`config.mk`:
```
export PLATFORM = sky130hd
export DESIGN_NAME = error_log_ctrl_flat
export DESIGN_NICKNAME = d
export VERILOG_FILES = /design/src/rtl/error_log_ctrl_if.sv /design/src/rtl/error_log_ctrl.sv /design/src/flat_wrapper.sv
export SDC_FILE = /design/constraint.sdc
export NUM_CORES = 1
export LEC_CHECK = 0
export BUFFER_PORTS_ARGS = -buffer_cell sky130_fd_sc_hd__buf_2
export CAP_MARGIN = 20
export CORE_MARGIN = 4
export CORE_UTILIZATION = 35
export DETAILED_ROUTE_END_ITERATION = 10
export GPL_TIMING_DRIVEN = 0
export PLACE_DENSITY_LB_ADDON = 0.3
export SLEW_MARGIN = 20
export SYNTH_ARGS = -nofsm -noshare
export SYNTH_HDL_FRONTEND = slang
export SYNTH_SLANG_ARGS = --single-unit
```
`constraint.sdc`:
```
create_clock -name sysClk -period 1.6 [get_ports sysClk]
set_input_delay 0.24 -clock sysClk [delete_from_list [all_inputs] [get_ports sysClk]]
set_output_delay 0.24 -clock sysClk [all_outputs]
set_load 0.02 [all_outputs]
```
`src/rtl/error_log_ctrl_if.sv`:
```
// Signal bundle between error_log_ctrl and its surroundings.
// It covers the camera and flash error sources, the host flush command
// and the downstream error table.
// The controller uses the master modport.
// The bench or the surrounding logic uses the slave modport.
interface error_log_ctrl_if;
    // camera error source
    logic        cam_err_req;
    logic [15:0] cam_err_index;
    logic        cam_err_camid;
    logic [2:0]  cam_err_code;
    logic        cam_err_ack;

    // flash error source
    logic        flash_err_req;
    logic [15:0] flash_err_index;
    logic [2:0]  flash_err_code;
    logic        flash_err_ack;

    // host flush command
    logic        flush_req;
    logic        flush_busy;
    logic        flush_done;

    // downstream error table
    logic [15:0] tbl_index;
    logic        tbl_camid;
    logic [5:0]  tbl_flags;
    logic        tbl_valid;
    logic        tbl_flush;
    logic        tbl_out_valid;

    // logging statistics
    logic [3:0]  log_count;
    logic [7:0]  overflow_cnt;

    modport master (
        input  cam_err_req, cam_err_index, cam_err_camid, cam_err_code,
        output cam_err_ack,
        input  flash_err_req, flash_err_index, flash_err_code,
        output flash_err_ack,
        input  flush_req,
        output flush_busy, flush_done,
        output tbl_index, tbl_camid, tbl_flags, tbl_valid, tbl_flush,
        input  tbl_out_valid,
        output log_count, overflow_cnt
    );

    modport slave (
        output cam_err_req, cam_err_index, cam_err_camid, cam_err_code,
        input  cam_err_ack,
        output flash_err_req, flash_err_index, flash_err_code,
        input  flash_err_ack,
        output flush_req,
        input  flush_busy, flush_done,
        input  tbl_index, tbl_camid, tbl_flags, tbl_valid, tbl_flush,
        output tbl_out_valid,
        input  log_count, overflow_cnt
    );
endinterface

```
`src/rtl/error_log_ctrl.sv`:
```
// error_log_ctrl: arbitrates camera/flash error reports into a downstream
// error table, counts logged and overflowed entries, and sequences host
// table flushes.
// All outputs are registered.
// A grant is decided in IDLE and its ack, write strobe and entry fields are
// loaded on the edge that enters GRANT, so they are visible for exactly the
// single GRANT cycle.
module error_log_ctrl #(
    parameter int FLUSH_TIMEOUT = 16,
    parameter int TABLE_DEPTH   = 8
) (
    input  logic             sysClk,
    input  logic             rst,
    error_log_ctrl_if.master bus
);

    // timer must be able to hold FLUSH_TIMEOUT itself
    localparam int               TMR_W    = $clog2(FLUSH_TIMEOUT + 1);
    localparam logic [TMR_W-1:0] TMR_LAST = TMR_W'(FLUSH_TIMEOUT);
    localparam logic [3:0]       DEPTH_C  = 4'(TABLE_DEPTH);
    localparam logic [7:0]       OVF_MAX  = 8'hFF;

    typedef enum logic [1:0] {
        IDLE      = 2'b00,
        GRANT     = 2'b01,
        FLUSH_RUN = 2'b10,
        DONE      = 2'b11
    } state_t;

    // Table flag layout is {camera code, flash code}; the unused half is zero.
    function automatic logic [5:0] pack_flags(input logic is_cam, input logic [2:0] code);
        logic [5:0] flags;
        if (is_cam) begin
            flags = {code, 3'b000};
        end else begin
            flags = {3'b000, code};
        end
        return flags;
    endfunction

    state_t            state_r;
    state_t            next_state_s;
    logic              last_cam_r;       // 1: camera was granted last, 0: flash
    logic              pending_flush_r;
    logic              seen_r;           // tbl_out_valid observed high during this flush
    logic [TMR_W-1:0]  timer_r;

    logic              sel_cam_s;
    logic [2:0]        sel_code_s;
    logic [15:0]       sel_index_s;
    logic              sel_camid_s;
    logic              grant_s;
    logic              write_s;
    logic              flush_exit_s;
    logic              done_entry_s;

    logic              cam_ack_r;
    logic              flash_ack_r;
    logic              tbl_valid_r;
    logic [15:0]       tbl_index_r;
    logic              tbl_camid_r;
    logic [5:0]        tbl_flags_r;
    logic              tbl_flush_r;
    logic              flush_busy_r;
    logic              flush_done_r;
    logic [3:0]        log_count_r;
    logic [7:0]        overflow_cnt_r;

    // Round-robin pick: camera wins unless flash also requests and camera went last.
    always_comb begin
        sel_cam_s = 1'b0;
        if (bus.cam_err_req && (!bus.flash_err_req || !last_cam_r)) begin
            sel_cam_s = 1'b1;
        end else begin
            sel_cam_s = 1'b0;
        end
    end

    // Multiplex the fields of the selected source.
    always_comb begin
        sel_code_s  = 3'b000;
        sel_index_s = 16'h0000;
        sel_camid_s = 1'b0;
        if (sel_cam_s) begin
            sel_code_s  = bus.cam_err_code;
            sel_index_s = bus.cam_err_index;
            sel_camid_s = bus.cam_err_camid;
        end else begin
            sel_code_s  = bus.flash_err_code;
            sel_index_s = bus.flash_err_index;
            sel_camid_s = 1'b0;
        end
    end

    // Flush ends on the first low table-valid after it was seen high.
    // It also ends on timeout if the table valid never rose.
    always_comb begin
        flush_exit_s = 1'b0;
        if (bus.tbl_out_valid) begin
            flush_exit_s = 1'b0;
        end else if (seen_r) begin
            flush_exit_s = 1'b1;
        end else if (timer_r == TMR_LAST) begin
            flush_exit_s = 1'b1;
        end else begin
            flush_exit_s = 1'b0;
        end
    end

    // Next-state decode; flush requests outrank error requests in IDLE.
    always_comb begin
        next_state_s = state_r;
        grant_s      = 1'b0;
        case (state_r)
            IDLE: begin
                if (bus.flush_req || pending_flush_r) begin
                    next_state_s = FLUSH_RUN;
                end else if (bus.cam_err_req || bus.flash_err_req) begin
                    next_state_s = GRANT;
                    grant_s      = 1'b1;
                end else begin
                    next_state_s = IDLE;
                end
            end
            GRANT: begin
                next_state_s = IDLE;
            end
            FLUSH_RUN: begin
                if (flush_exit_s) begin
                    next_state_s = DONE;
                end else begin
                    next_state_s = FLUSH_RUN;
                end
            end
            DONE: begin
                next_state_s = IDLE;
            end
            default: begin
                next_state_s = IDLE;
            end
        endcase
    end

    // A zero error code is acknowledged but never written to the table.
    assign write_s      = grant_s && (sel_code_s != 3'b000);
    assign done_entry_s = (state_r == FLUSH_RUN) && flush_exit_s;

    // State register.
    always_ff @(posedge sysClk or posedge rst) begin
        if (rst) begin
            state_r <= IDLE;
        end else begin
            state_r <= next_state_s;
        end
    end

    // Remember the last granted source; reset favours camera for the first tie.
    always_ff @(posedge sysClk or posedge rst) begin
        if (rst) begin
            last_cam_r <= 1'b0;
        end else if (grant_s) begin
            last_cam_r <= sel_cam_s;
        end else begin
            last_cam_r <= last_cam_r;
        end
    end

    // A flush request that lands during GRANT is parked until IDLE.
    always_ff @(posedge sysClk or posedge rst) begin
        if (rst) begin
            pending_flush_r <= 1'b0;
        end else if ((state_r == GRANT) && bus.flush_req) begin
            pending_flush_r <= 1'b1;
        end else if (done_entry_s) begin
            pending_flush_r <= 1'b0;
        end else begin
            pending_flush_r <= pending_flush_r;
        end
    end

    // Flush timer and table-valid tracking; both restart on every flush.
    always_ff @(posedge sysClk or posedge rst) begin
        if (rst) begin
            timer_r <= '0;
            seen_r  <= 1'b0;
        end else if (state_r != FLUSH_RUN) begin
            timer_r <= '0;
            seen_r  <= 1'b0;
        end else begin
            seen_r <= seen_r | bus.tbl_out_valid;
            if (timer_r != TMR_LAST) begin
                timer_r <= timer_r + TMR_W'(1);
            end else begin
                timer_r <= timer_r;
            end
        end
    end

    // Entry counters: fill up to the table depth, then count overflows.
    // Both counters clear when the flush completes.
    always_ff @(posedge sysClk or posedge rst) begin
        if (rst) begin
            log_count_r    <= 4'd0;
            overflow_cnt_r <= 8'd0;
        end else if (done_entry_s) begin
            log_count_r    <= 4'd0;
            overflow_cnt_r <= 8'd0;
        end else if (write_s) begin
            if (log_count_r < DEPTH_C) begin
                log_count_r <= log_count_r + 4'd1;
            end else if (overflow_cnt_r != OVF_MAX) begin
                overflow_cnt_r <= overflow_cnt_r + 8'd1;
            end else begin
                overflow_cnt_r <= overflow_cnt_r;
            end
        end else begin
            log_count_r    <= log_count_r;
            overflow_cnt_r <= overflow_cnt_r;
        end
    end

    // Registered handshake, table and flush-status outputs.
    // Entry fields hold their value outside a grant.
    always_ff @(posedge sysClk or posedge rst) begin
        if (rst) begin
            cam_ack_r    <= 1'b0;
            flash_ack_r  <= 1'b0;
            tbl_valid_r  <= 1'b0;
            tbl_index_r  <= 16'h0000;
            tbl_camid_r  <= 1'b0;
            tbl_flags_r  <= 6'b000000;
            tbl_flush_r  <= 1'b0;
            flush_busy_r <= 1'b0;
            flush_done_r <= 1'b0;
        end else begin
            cam_ack_r    <= grant_s && sel_cam_s;
            flash_ack_r  <= grant_s && !sel_cam_s;
            tbl_valid_r  <= write_s;
            tbl_flush_r  <= (next_state_s == FLUSH_RUN);
            flush_busy_r <= (next_state_s == FLUSH_RUN) || (next_state_s == DONE);
            flush_done_r <= done_entry_s;
            if (grant_s) begin
                tbl_index_r <= sel_index_s;
                tbl_camid_r <= sel_camid_s;
                tbl_flags_r <= pack_flags(sel_cam_s, sel_code_s);
            end else begin
                tbl_index_r <= tbl_index_r;
                tbl_camid_r <= tbl_camid_r;
                tbl_flags_r <= tbl_flags_r;
            end
        end
    end

    assign bus.cam_err_ack   = cam_ack_r;
    assign bus.flash_err_ack = flash_ack_r;
    assign bus.tbl_valid     = tbl_valid_r;
    assign bus.tbl_index     = tbl_index_r;
    assign bus.tbl_camid     = tbl_camid_r;
    assign bus.tbl_flags     = tbl_flags_r;
    assign bus.tbl_flush     = tbl_flush_r;
    assign bus.flush_busy    = flush_busy_r;
    assign bus.flush_done    = flush_done_r;
    assign bus.log_count     = log_count_r;
    assign bus.overflow_cnt  = overflow_cnt_r;

endmodule

```
`src/flat_wrapper.sv`:
```
// flat-port wrapper written by rule: the top's interface ports become plain ports
module error_log_ctrl_flat 
#(
    parameter int FLUSH_TIMEOUT = 16,
    parameter int TABLE_DEPTH   = 8
)
  (sysClk, rst, bus_cam_err_req, bus_cam_err_index, bus_cam_err_camid, bus_cam_err_code, bus_cam_err_ack, bus_flash_err_req, bus_flash_err_index, bus_flash_err_code, bus_flash_err_ack, bus_flush_req, bus_flush_busy, bus_flush_done, bus_tbl_index, bus_tbl_camid, bus_tbl_flags, bus_tbl_valid, bus_tbl_flush, bus_tbl_out_valid, bus_log_count, bus_overflow_cnt);
  error_log_ctrl_if bus_i ();
  input  logic sysClk;
  input  logic rst;
  input wire logic [$bits(bus_i.cam_err_req)-1:0] bus_cam_err_req;
  input wire logic [$bits(bus_i.cam_err_index)-1:0] bus_cam_err_index;
  input wire logic [$bits(bus_i.cam_err_camid)-1:0] bus_cam_err_camid;
  input wire logic [$bits(bus_i.cam_err_code)-1:0] bus_cam_err_code;
  output wire logic [$bits(bus_i.cam_err_ack)-1:0] bus_cam_err_ack;
  input wire logic [$bits(bus_i.flash_err_req)-1:0] bus_flash_err_req;
  input wire logic [$bits(bus_i.flash_err_index)-1:0] bus_flash_err_index;
  input wire logic [$bits(bus_i.flash_err_code)-1:0] bus_flash_err_code;
  output wire logic [$bits(bus_i.flash_err_ack)-1:0] bus_flash_err_ack;
  input wire logic [$bits(bus_i.flush_req)-1:0] bus_flush_req;
  output wire logic [$bits(bus_i.flush_busy)-1:0] bus_flush_busy;
  output wire logic [$bits(bus_i.flush_done)-1:0] bus_flush_done;
  output wire logic [$bits(bus_i.tbl_index)-1:0] bus_tbl_index;
  output wire logic [$bits(bus_i.tbl_camid)-1:0] bus_tbl_camid;
  output wire logic [$bits(bus_i.tbl_flags)-1:0] bus_tbl_flags;
  output wire logic [$bits(bus_i.tbl_valid)-1:0] bus_tbl_valid;
  output wire logic [$bits(bus_i.tbl_flush)-1:0] bus_tbl_flush;
  input wire logic [$bits(bus_i.tbl_out_valid)-1:0] bus_tbl_out_valid;
  output wire logic [$bits(bus_i.log_count)-1:0] bus_log_count;
  output wire logic [$bits(bus_i.overflow_cnt)-1:0] bus_overflow_cnt;
  assign bus_i.cam_err_req = bus_cam_err_req;
  assign bus_i.cam_err_index = bus_cam_err_index;
  assign bus_i.cam_err_camid = bus_cam_err_camid;
  assign bus_i.cam_err_code = bus_cam_err_code;
  assign bus_cam_err_ack = bus_i.cam_err_ack;
  assign bus_i.flash_err_req = bus_flash_err_req;
  assign bus_i.flash_err_index = bus_flash_err_index;
  assign bus_i.flash_err_code = bus_flash_err_code;
  assign bus_flash_err_ack = bus_i.flash_err_ack;
  assign bus_i.flush_req = bus_flush_req;
  assign bus_flush_busy = bus_i.flush_busy;
  assign bus_flush_done = bus_i.flush_done;
  assign bus_tbl_index = bus_i.tbl_index;
  assign bus_tbl_camid = bus_i.tbl_camid;
  assign bus_tbl_flags = bus_i.tbl_flags;
  assign bus_tbl_valid = bus_i.tbl_valid;
  assign bus_tbl_flush = bus_i.tbl_flush;
  assign bus_i.tbl_out_valid = bus_tbl_out_valid;
  assign bus_log_count = bus_i.log_count;
  assign bus_overflow_cnt = bus_i.overflow_cnt;
  error_log_ctrl #(.FLUSH_TIMEOUT(FLUSH_TIMEOUT), .TABLE_DEPTH(TABLE_DEPTH)) u_core (.sysClk(sysClk), .rst(rst), .bus(bus_i));
endmodule
```
==> results of run 1 <==
-- layout by cell type, fill, tap and decap left out, types with 2 or more instances in the layout --
master,n
dfrtp_1,44
ha_1,2
nand2_1,59
o21ai_0,4
and3_1,2
inv_1,2
a21oi_1,3
nand3_1,9
xnor2_1,2
clkbuf_1,3
o311ai_1,2
clkbuf_2,3
inv_2,3
nor2_1,26
clkbuf_8,6
nand4_1,7
buf_12,3
buf_4,19
buf_2,86
mux2i_1,8
and4_1,2
nor3_1,4
xor2_1,2
nor4_4,5
o31ai_1,2
dfrtp_2,6
a31oi_1,16
buf_6,5
nand2b_1,5
ha_2,2
-- Yosys cell counts, drive strengths merged --
cell    instances  share of area (%)
nor3            5                1.5
o311ai          2               0.75
and2            2               0.53
dfrtp          50                 53
a21o            1               0.32
nand4           7                1.9
o41ai           1               0.37
and4            3                1.1
nor3b           1               0.32
or4             1               0.32
xnor2           2               0.75
and4bb          1               0.53
and3            2               0.53
xor2            2               0.75
o21ai           5                1.1
inv             5               0.80
a21boi          1               0.48
a31oi          16                4.3
nor2           26                4.2
nand3          10                2.3
nor4            5                2.1
nand2          60                9.6
o21ba           1               0.43
ha              4                2.1
mux2i           9                3.8
buf             6                1.5
o31ai           2               0.64
clkbuf          7                1.1
nand2b          5                1.3
mux2            1               0.64
a21oi           3               0.64
-- metal layers --
| layer | GRT usage (%) | share of wire, % | vias up | wire (microns) |
|---|---|---|---|---|
| met5 | 0 | 0 | - | 0 |
| met4 | 4.46 | 1.2 | 0 | 74 |
| met3 | 4.84 | 7.3 | 8 | 459 |
| met2 | 25.6 | 47 | 65 | 2960 |
| met1 | 19.8 | 44 | 998 | 2760 |
| li1 | - | - | 1083 | - |
-- power breakdown --
group          switching, W  internal [W]
clock              0.000403      0.000350
combinational       0.00125      0.000864
sequential         0.000289       0.00169
total               0.00194       0.00291
-- stage by stage --
step	power (W)	TNS, ns	instance area [sq um]
global placement	0.00381	-29.95	2930
detailed placement	0.00386	-4.53	2950
finish	0.00485	-0.135	3340
global route	0.00524	-0.692	3340
CTS	0.00475	-0.145	3200
floorplan	0.00319	-0.234	2410
-- how the worst min path moves through the flow --
stage / endpoint / slack [ns] / cells after the start
finish: u_core.bus.tbl_camid$_DFFE_PP0P_ / 0.16 / 3
global route: u_core.bus.tbl_flags[0]$_DFFE_PP0P_ / 0.16 / 3
CTS: u_core.bus.tbl_camid$_DFFE_PP0P_ / 0.16 / 3
detailed placement: u_core.bus.tbl_index[11]$_DFFE_PP0P_ / 0.31 / 2
global placement: u_core.bus.tbl_flags[2]$_DFFE_PP0P_ / 0.45 / 2
floorplan: u_core.seen_r$_DFF_PP0_ / 0.36 / 2
-- logic make-up (layout without fill, tap and decap cells) --
kind of cell    count (synthesis)  in the layout  share of synthesized area [%]
compound gates                 32             32                           8.94
simple gates                  128            128                           26.3
xor+xnor                        4              4                           1.49
buf+inv                        18            133                           3.46
fa+ha+maj                       4              4                           2.13
mux                            10             10                           4.47
flops                          50             50                           53.2
-- layout make-up --
class	instances	share of cell area, %
Sequential cell	50	37.6
Buffer	12	2.77
Multi-Input combinational cell	178	33.9
Clock buffer	7	2.58
Tap cell	77	2.88
Timing Repair Buffer	108	19.6
Inverter	5	0.561
Clock inverter	1	0.150
-- critical path, delay by kind of cell, from the launching register on --
family / cells / cell delay, ns
buf+inv: 1 / 0.15
mux: 2 / 0.57
simple gates: 1 / 0.27
compound gates: 1 / 0.18
flops: 1 / 0.41
-- flip-flops by register name (all words and copies together) (netlist names) --
signal / count
u_core.bus.tbl_index: 16
u_core.bus.overflow_cnt: 8
u_core.bus.tbl_flags: 6
u_core.timer_r: 5
u_core.bus.log_count: 4
u_core.bus.cam_err_ack: 1
u_core.bus.flash_err_ack: 1
u_core.bus.flush_busy: 1
u_core.bus.flush_done: 1
u_core.bus.tbl_camid: 1
u_core.bus.tbl_flush: 1
u_core.bus.tbl_valid: 1
u_core.last_cam_r: 1
u_core.pending_flush_r: 1
u_core.seen_r: 1
u_core.state_r: 1
-- repair_timing --
action,CTS,global route
resized for setup,17,23
endpoints found under the hold margin,22,0
pin swaps,10,4
gates cloned,0,2
endpoints found under the setup margin,39,38
setup buffers,9,10
hold buffers,1,0
==> summary.txt, run 1 <==
Critical path
  • Worst Path Required: around 1.8 ns
  • Max stage delay on crit path: 0.41 ns
  • Reg-to-reg critical path startpoint: u_core.last_cam_r$_DFFE_PP0P_
  • R2R Setup Slk: -0.05 ns
  • Startpoint types: register
  • Reg2reg end: u_core.bus.overflow_cnt[5]$_DFFE_PP0P_
  • Critical path type: reg2reg
  • Slowest-stage cell, CP: dfrtp_1
  • Cell count of the worst reg-to-reg path: 5
  • Maximum net fanout on the critical path: 5
  • Kind of end point of the critical path: register
  • Critical path endpoint: u_core.bus.overflow_cnt[5]$_DFFE_PP0P_
  • Critical Path, Cell by Cell: a21boi_4 > mux2_4 > buf_12 > nor4_4 > mux2i_1
  • Worst setup startpoint: u_core.last_cam_r$_DFFE_PP0P_
  • Critical Path AT: 1.88 ns

Logic synthesis
  • Yosys reg bits: 50
  • Post-Syn Area: 2350 sq um
  • Avg Cell Area, Syn: 9.56 sq um
  • Cells after synthesis: 246
  • Sequential area share after synthesis: 53.2%
  • Yosys warning count: 0
  • Syn Nets: 295
  • Yosys cell types: 36

Global routing
  • Largest net degree at the start of global routing: 29
  • First-pass GRT wire length: 10.5 mm
  • All-Layer GR Usage: 15.5%
  • Vias in the first global route: 2194
  • GRT Residual Overflow: 0
  • Initial antenna violation count: 0

CTS
  • Clk slew on worst S/H paths: 0.09 ns
  • CTS sink cnt: 50
  • Root Buffer: clkbuf_8
  • H-tree Lvls: 2
  • Clk_lat worst skew: 0.30 ns
  • Num CTS Buffers: 5
  • Clk buf depth: 2
  • CTS tree: done

Final layout
  • FF/Latch Area: 1260 sq um
  • Antenna cell count: 0
  • Final core utilization: between 50% and 60%
  • Finished Layout Cells: 438
  • Fin nets: 409
  • Layout area overhead: 42.3%
  • Fill cells: 612
  • Area of the multi-input gates: 1130 sq um
  • Layout cells sized above 1: 41.8%

Flow run
  • Max-capacitance violation count: 0

Power
  • Leak: 1.64 nW
  • Pwr dens: 1450 nW/um^2
  • Worst IR drop on VDD: between 600 and 700 uV

Timing
  • Final worst slack: -0.0537 ns
  • Worst Max-Slew Pin Slew: ~0.5 ns
  • Unrepaired setup endpoints after global routing: true
  • Min Hold Slack: 0.164 ns
  • Worst rel slew slack: 66.4%
  • Period utilization: 103%
  • Final setup fails: 3
  • Fmax: 605 MHz
  • Fin. max-slew vios: 0
  • Fin Clk Skew: 0.00650 ns
  • Min cycle time layout: 1.65 ns
  • Final hold vios: 0

Die
  • Die area: approximately 8100 sq um
  • Die Y: 90.0 microns
  • Initial Util: 36.6%
  • CORE AREA: 6420 sq um
  • Die width: 90.0 microns
  • FP Rows: 29
  • Io pins: 86

Route
  • Vias after detailed routing: ~2200
  • Starting DRT DRC Count: slightly below 80
  • First-pass DRT Iterations: 4
  • Final WL: between 6 and 7 mm
  • Drc violations: 0
  • Avg WL per Cell: 14.3 microns
  • Vias/cell: 4.92
  • DRT antenna net count: 0

Run status
  • Failing checks: setup timing
  • Outcome: complete, but fails checks

Placement
  • Port Buf Inserts: 85
  • HPWL Detailed: 4.43 mm
  • RD Place Congestion: 0.769
  • Worst slack at placement: -0.255 ns
  • Cell Count Post-Placement: 409

Hold path
  • HP Class: in2reg
  • Hold path startpoint: bus_cam_err_camid
(Power assumes the default switching activity.)
==> run 2, diff against run 1 <==
--- a/config.mk
+++ b/config.mk
@@ -12,6 +12,7 @@
 export DETAILED_ROUTE_END_ITERATION = 10
 export GPL_TIMING_DRIVEN = 0
 export PLACE_DENSITY_LB_ADDON = 0.3
+export RECOVER_POWER = 100
 export SLEW_MARGIN = 20
 export SYNTH_ARGS = -nofsm -noshare
 export SYNTH_HDL_FRONTEND = slang
==> run 2 against run 1 <==
The flow still finishes with violations (setup timing). Hold slack got worse by 0.0023 ns. Maximum frequency shrank 0.24%. Die area did not move. Global-route usage is the same. Combinational power is 6% lower. Clock power is essentially flat. Sequential power barely moved. Total power decreased by 2.5%. First-iteration DRC count is the same. Critical path type unchanged. Critical endpoint unchanged. Largest power group unchanged.
==> summary.txt, run 2 (same netlist as run 1, synthesis figures left out) <==
Critical path
  • Kind of end point of the critical path: register
  • Maximum net fanout on the critical path: 5 (unchanged)
  • Startpoint types: register
  • Critical Path AT: 1.88 ns (about the same)
  • Worst Path Required: 1.83 ns (about the same)
  • Critical path type: reg2reg

CTS
  • Clk slew on worst S/H paths: 0.09 ns (about the same)
  • Num CTS Buffers: 5 (unchanged)
  • H-tree Lvls: 2 (unchanged)
  • CTS sink cnt: 50 (unchanged)
  • Root Buffer: clkbuf_8
  • CTS tree: done
  • Clk buf depth: 2 (unchanged)
  • Clk_lat worst skew: 0.30 ns (about the same)

Run status
  • Failing checks: setup timing
  • Outcome: complete, but fails checks

Die
  • Die area: 8090 sq um (unchanged)
  • Die Y: 90.0 microns (unchanged)
  • FP Rows: 29 (unchanged)
  • Initial Util: 36.6% (unchanged)
  • CORE AREA: 6420 sq um (unchanged)
  • Io pins: 86 (unchanged)
  • Die width: 90.0 microns (unchanged)

Route
  • Vias after detailed routing: 2157 (+0.14%)
  • First-pass DRT Iterations: 4 (unchanged)
  • Vias/cell: 4.92 (+0.14%)
  • Final WL: 6.28 mm (+0.32%)
  • DRT antenna net count: 0 (unchanged)
  • Starting DRT DRC Count: 78 (unchanged)
  • Drc violations: 0 (unchanged)
  • Avg WL per Cell: 14.3 microns (+0.32%)

Timing
  • Period utilization: 104% (+0.24 points)
  • Final setup fails: 3 (unchanged)
  • Fin. max-slew vios: 0 (unchanged)
  • Min cycle time layout: 1.66 ns (+0.00390 ns)
  • Min Hold Slack: 0.162 ns (-0.00230 ns)
  • Post-Route Setup TNS: -0.142 ns (-0.00733 ns)
  • Worst Max-Slew Pin Slew: 0.889 ns (+0.386 ns)
  • Fmax: 603 MHz (-0.24%)
  • Final hold vios: 0 (unchanged)
  • Fin Clk Skew: 0.00653 ns (+0.0000258 ns)
  • Unrepaired setup endpoints after global routing: true
  • Final worst slack: -0.0576 ns (-0.00390 ns)
  • Worst rel slew slack: 40.7% (-26 points)

Final layout
  • Fill cells: 635 (+3.8%)
  • Area of the multi-input gates: 1120 sq um (-0.88%)
  • Fin nets: 409 (unchanged)
  • Layout cells sized above 1: 29.4% (-12 points)
  • Commonest non-fill, non-tap cells in the layout: 59 x nand2_1, 45 x buf_2, 45 x dfrtp_1
  • Max reg flops: 16 (unchanged)
  • Antenna cell count: 0 (unchanged)
  • FF/Latch Area: 1260 sq um (about the same)
  • Layout area overhead: 39.1%
  • Commonest non-fill, non-tap cell in the layout: nand2_1

Placement
  • HPWL Detailed: 4.43 mm (unchanged)
  • RD Place Congestion: 0.769 (unchanged)
  • Port Buf Inserts: 85 (unchanged)

Global routing
  • First-pass GRT wire length: 10.5 mm (unchanged)
  • Largest net degree at the start of global routing: 29 (unchanged)
  • GRT Residual Overflow: 0 (unchanged)
  • Met3 Use GR: 4.84% (unchanged)
  • All-Layer GR Usage: 15.5% (unchanged)
  • Busiest grt layer: met2
  • Initial antenna violation count: 0 (unchanged)
  • Vias in the first global route: 2194 (unchanged)
  • GR Util met2: 25.6% (unchanged)
  • Met1 global-route usage: 19.8% (unchanged)

Hold path
  • HP Class: in2reg

Power
  • Overall Power: 0.00473 W (-2.5%)
  • Pwr dens: 1440 nW/um^2 (-0.31%)
  • Leak: 1.50 nW (-8.6%)
  • Worst IR drop on VDD: 641 uV (-5.2%)

Flow run
  • Max-capacitance violation count: 0 (unchanged)
run 2: cell types whose count changed in the layout (fill, tap and decap cells not counted), sizes merged:
cell / previous run / this run
buf: 113 / 67
clkbuf: 13 / 59
run 2: layout make-up:
cell class	count	area share, %
clock inverters	1	0.153
multi-input cells	178	34.3
clock buffers	7	2.64
flip-flops and latches	50	38.4
inverters	5	0.574
repair buffers	108	18.1
plain buffers	12	2.83
well taps	77	2.95
run 2: path summary, 6_finish.rpt:
path,start,to,slack (ns),depth (start not counted)
worst min-delay path,bus_cam_err_camid,u_core.bus.tbl_camid$_DFFE_PP0P_,0.16,3
worst max-delay path,u_core.last_cam_r$_DFFE_PP0P_,u_core.bus.overflow_cnt[5]$_DFFE_PP0P_,-0.06,5
max in group asynchronous,rst,u_core.bus.overflow_cnt[3]$_DFFE_PP0P_,0.21,4
min in group asynchronous,rst,u_core.bus.tbl_index[11]$_DFFE_PP0P_,0.68,3
worst max register to register,u_core.last_cam_r$_DFFE_PP0P_,u_core.bus.overflow_cnt[5]$_DFFE_PP0P_,-0.06,5
worst min register to register,u_core.bus.tbl_camid$_DFFE_PP0P_,u_core.bus.tbl_camid$_DFFE_PP0P_,0.47,2
run 2: per-stage QoR:
step	cells	util [%]	area (sq um)	worst slack, ns
final	438	50.9	3270	-0.0576
after global routing	438	50.9	3270	-0.129
after CTS	427	49.9	3200	-0.0690
after detailed placement	409	46.0	2950	-0.255
after global placement	408	45.7	2930	-0.669
after floorplan	246	-	2410	-0.0428
run 2: worst max-delay path: stages, from the launching register on:
cell,delay [ns]
dfrtp_1,0.41
a21boi_4,0.18
mux2_4,0.37
buf_12,0.15
nor4_4,0.27
mux2i_1,0.20
run 2: layer usage:
metal / vias up / wire length (microns)
li1: 1079 / -
met1: 1004 / 2790
met2: 65 / 2960
met3: 9 / 449
met4: 0 / 76
met5: - / 0
run 2: power by group:
| part | switching, W | leakage, nW | internal [W] |
|---|---|---|---|
| Clock | 0.000404 | 0.0482 | 0.000350 |
| Sequential | 0.000291 | 0.623 | 0.00169 |
| Combinational | 0.00124 | 0.831 | 0.000748 |
run 2: what timing repair did:
item / 4_1_cts / 5_1_grt
resized for setup: 17 / 23
hold endpoints to repair: 22 / 0
pin swaps: 10 / 4
cloned: 0 / 2
hold buffers: 1 / 0
buffers inserted: 9 / 10
endpoints found under the setup margin: 39 / 38
==> run 3, diff against run 2 <==
--- a/config.mk
+++ b/config.mk
@@ -9,11 +9,12 @@
 export CAP_MARGIN = 20
 export CORE_MARGIN = 4
 export CORE_UTILIZATION = 35
+export CTS_BUF_LIST = sky130_fd_sc_hd__clkbuf_4 sky130_fd_sc_hd__clkbuf_8 sky130_fd_sc_hd__clkbuf_16
 export DETAILED_ROUTE_END_ITERATION = 10
 export GPL_TIMING_DRIVEN = 0
 export PLACE_DENSITY_LB_ADDON = 0.3
 export RECOVER_POWER = 100
-export SLEW_MARGIN = 20
+export SLEW_MARGIN = 5
 export SYNTH_ARGS = -nofsm -noshare
 export SYNTH_HDL_FRONTEND = slang
 export SYNTH_SLANG_ARGS = --single-unit
==> run 3 against run 2 <==
The run still ends with setup timing left. Via count hardly changed. Die area stayed put. Clock skew hardly changed. Core utilization is 0.058 points higher. First-iteration DRC count is 10% lower. Register-to-register slack hardly changed. Maximum frequency is 0.10% higher. Total power is 0.30% higher. Cell count stayed put. Global-route usage stayed put. Sequential share of layout area hardly changed. Critical endpoint unchanged. Largest power group unchanged.
==> summary.txt, run 3 (same netlist as run 1, synthesis figures left out) <==
Critical path
  • Critical path type: reg2reg
  • Max stage delay on crit path: 0.41 ns (about the same)
  • Slowest-stage cell, CP: dfrtp_1
  • Critical Path AT: 1.88 ns (about the same)
  • Cell family with most CP delay: multiplexers
  • Worst Path Required: 1.83 ns (about the same)
  • Maximum net fanout on the critical path: 5 (unchanged)
  • Crit path buf inv count: 1 (unchanged)
  • Kind of end point of the critical path: register
  • Startpoint types: register
  • Critical Path, Cell by Cell: a21boi_4 > mux2_4 > buf_12 > nor4_4 > mux2i_1

Global routing
  • GRT Residual Overflow: 0 (unchanged)
  • First-pass GRT wire length: 10.5 mm (unchanged)
  • Initial antenna violation count: 0 (unchanged)
  • All-Layer GR Usage: 15.5% (unchanged)
  • Largest net degree at the start of global routing: 29 (unchanged)
  • Vias in the first global route: 2194 (unchanged)

Final layout
  • Commonest non-fill, non-tap cell in the layout: nand2_1
  • Post-route cell area: 3270 sq um (+0.11%)
  • Commonest non-fill, non-tap cells in the layout: 59 x nand2_1, 45 x buf_2, 45 x dfrtp_1
  • Fill cells: 634 (-0.16%)
  • Fin nets: 409 (unchanged)
  • Layout area overhead: 39.3%
  • Final core utilization: 51.0% (+0.058 points)
  • Max reg flops: 16 (unchanged)
  • Antenna cell count: 0 (unchanged)
  • Layout cells sized above 1: 29.6% (+0.28 points)

CTS
  • CTS tree: done
  • Root Buffer: clkbuf_8
  • Clk buf depth: 2 (unchanged)
  • Clk_lat worst skew: 0.30 ns (about the same)
  • Num CTS Buffers: 5 (unchanged)
  • H-tree Lvls: 2 (unchanged)
  • Clk slew on worst S/H paths: 0.09 ns (about the same)
  • CTS sink cnt: 50 (unchanged)

Power
  • Leak: 1.51 nW (+0.23%)
  • Pwr dens: 1450 nW/um^2 (+0.19%)
  • Worst IR drop on VDD: 642 uV (+0.11%)

Timing
  • Fin Clk Skew: 0.00648 ns (-0.0000507 ns)
  • Fin. max-slew vios: 0 (unchanged)
  • Min cycle time layout: 1.66 ns (-0.00168 ns)
  • Fmax: 604 MHz (+0.10%)
  • Final setup fails: 3 (unchanged)
  • Worst rel slew slack: 40.7% (unchanged)
  • Unrepaired setup endpoints after global routing: true
  • Worst Max-Slew Pin Slew: 0.889 ns (unchanged)
  • Final hold vios: 0 (unchanged)
  • Final worst slack: -0.0559 ns (+0.00168 ns)
  • Period utilization: 103% (-0.11 points)

Route
  • Vias after detailed routing: 2159 (+0.093%)
  • Vias/cell: 4.93 (about the same)
  • Starting DRT DRC Count: 70 (-10%)
  • DRT antenna net count: 0 (unchanged)
  • Avg WL per Cell: 14.3 microns (-0.35%)
  • First-pass DRT Iterations: 4 (unchanged)
  • Final WL: 6.26 mm (-0.35%)
  • Drc violations: 0 (unchanged)

Placement
  • Port Buf Inserts: 85 (unchanged)
  • HPWL Detailed: 4.43 mm (unchanged)
  • RD Place Congestion: 0.769 (unchanged)
  • Cell Area, Placed: 2950 sq um (unchanged)

Die
  • Die area: 8090 sq um (unchanged)
  • Die Y: 90.0 microns (unchanged)
  • Die width: 90.0 microns (unchanged)
  • CORE AREA: 6420 sq um (unchanged)
  • FP Rows: 29 (unchanged)
  • Initial Util: 36.6% (unchanged)
  • Io pins: 86 (unchanged)

Run status
  • Failing checks: setup timing
  • Outcome: complete, but fails checks

Hold path
  • HP Class: in2reg

Flow run
  • Max-capacitance violation count: 0 (unchanged)
[run 3: metal layers]
| layer | vias up | share of wire, % | global-route usage, % |
|---|---|---|---|
| met5 | - | 0 | 0 |
| met4 | 0 | 1.2 | 4.46 |
| met3 | 9 | 7.1 | 4.84 |
| met2 | 63 | 47 | 25.6 |
| met1 | 1007 | 45 | 19.8 |
| li1 | 1080 | - | - |
[run 3: report_power, final]
part           total, W  switching (W)  internal (W)
clock          0.000770       0.000403      0.000367
sequential      0.00198       0.000292       0.00169
combinational   0.00199        0.00124      0.000747
total           0.00474        0.00193       0.00281
[run 3: area by class of cell]
| type | instances | area [sq um] | share of cell area, % |
|---|---|---|---|
| sequential | 50 | 1260 | 38.4 |
| multi-input combinational | 178 | 1120 | 34.3 |
| timing repair buffer | 108 | 592 | 18.1 |
| tap | 77 | 96.3 | 2.94 |
| buffer | 12 | 92.6 | 2.83 |
| clock buffer | 7 | 90.1 | 2.75 |
| inverter | 5 | 18.8 | 0.573 |
| clock inverter | 1 | 5.00 | 0.153 |
[run 3: what timing repair did]
item                                    in CTS  in global routing
hold endpoints to repair                    22                  0
gates resized for setup                     17                 23
endpoints found under the setup margin      39                 38
gates cloned                                 0                  2
pin swaps                                   10                  4
buffers inserted                             9                 10
hold buffers                                 1                  0
[run 3: worst paths after layout]
| path | startpoint | end | slack [ns] | cells after the start |
|---|---|---|---|---|
| hold / removal | bus_cam_err_camid | u_core.bus.tbl_camid$_DFFE_PP0P_ | 0.16 | 3 |
| min in group asynchronous | rst | u_core.bus.tbl_index[11]$_DFFE_PP0P_ | 0.68 | 3 |
| max in group asynchronous | rst | u_core.bus.overflow_cnt[3]$_DFFE_PP0P_ | 0.21 | 4 |
| setup reg to reg | u_core.last_cam_r$_DFFE_PP0P_ | u_core.bus.overflow_cnt[5]$_DFFE_PP0P_ | -0.06 | 5 |
| hold reg to reg | u_core.bus.tbl_camid$_DFFE_PP0P_ | u_core.bus.tbl_camid$_DFFE_PP0P_ | 0.47 | 2 |
| setup / recovery | u_core.last_cam_r$_DFFE_PP0P_ | u_core.bus.overflow_cnt[5]$_DFFE_PP0P_ | -0.06 | 5 |
[run 3: stage by stage]
step           instances  setup TNS, ns  hold WS, ns  setup WS [ns]  power (W)
2_1_floorplan        246         -0.234        0.365        -0.0428    0.00319
3_3_place_gp         408         -29.95        0.451         -0.669    0.00381
4_1_cts              427         -0.145        0.157        -0.0690    0.00477
3_5_place_dp         409          -4.53        0.309         -0.255    0.00386
6_report             438         -0.144        0.162        -0.0559    0.00474
5_1_grt              438          -1.54        0.156         -0.129    0.00514
[run 3: worst min-delay path: stages]
cell	delay [ns]
buf_2	0.08
nand3_1	0.06
nand2_1	0.06
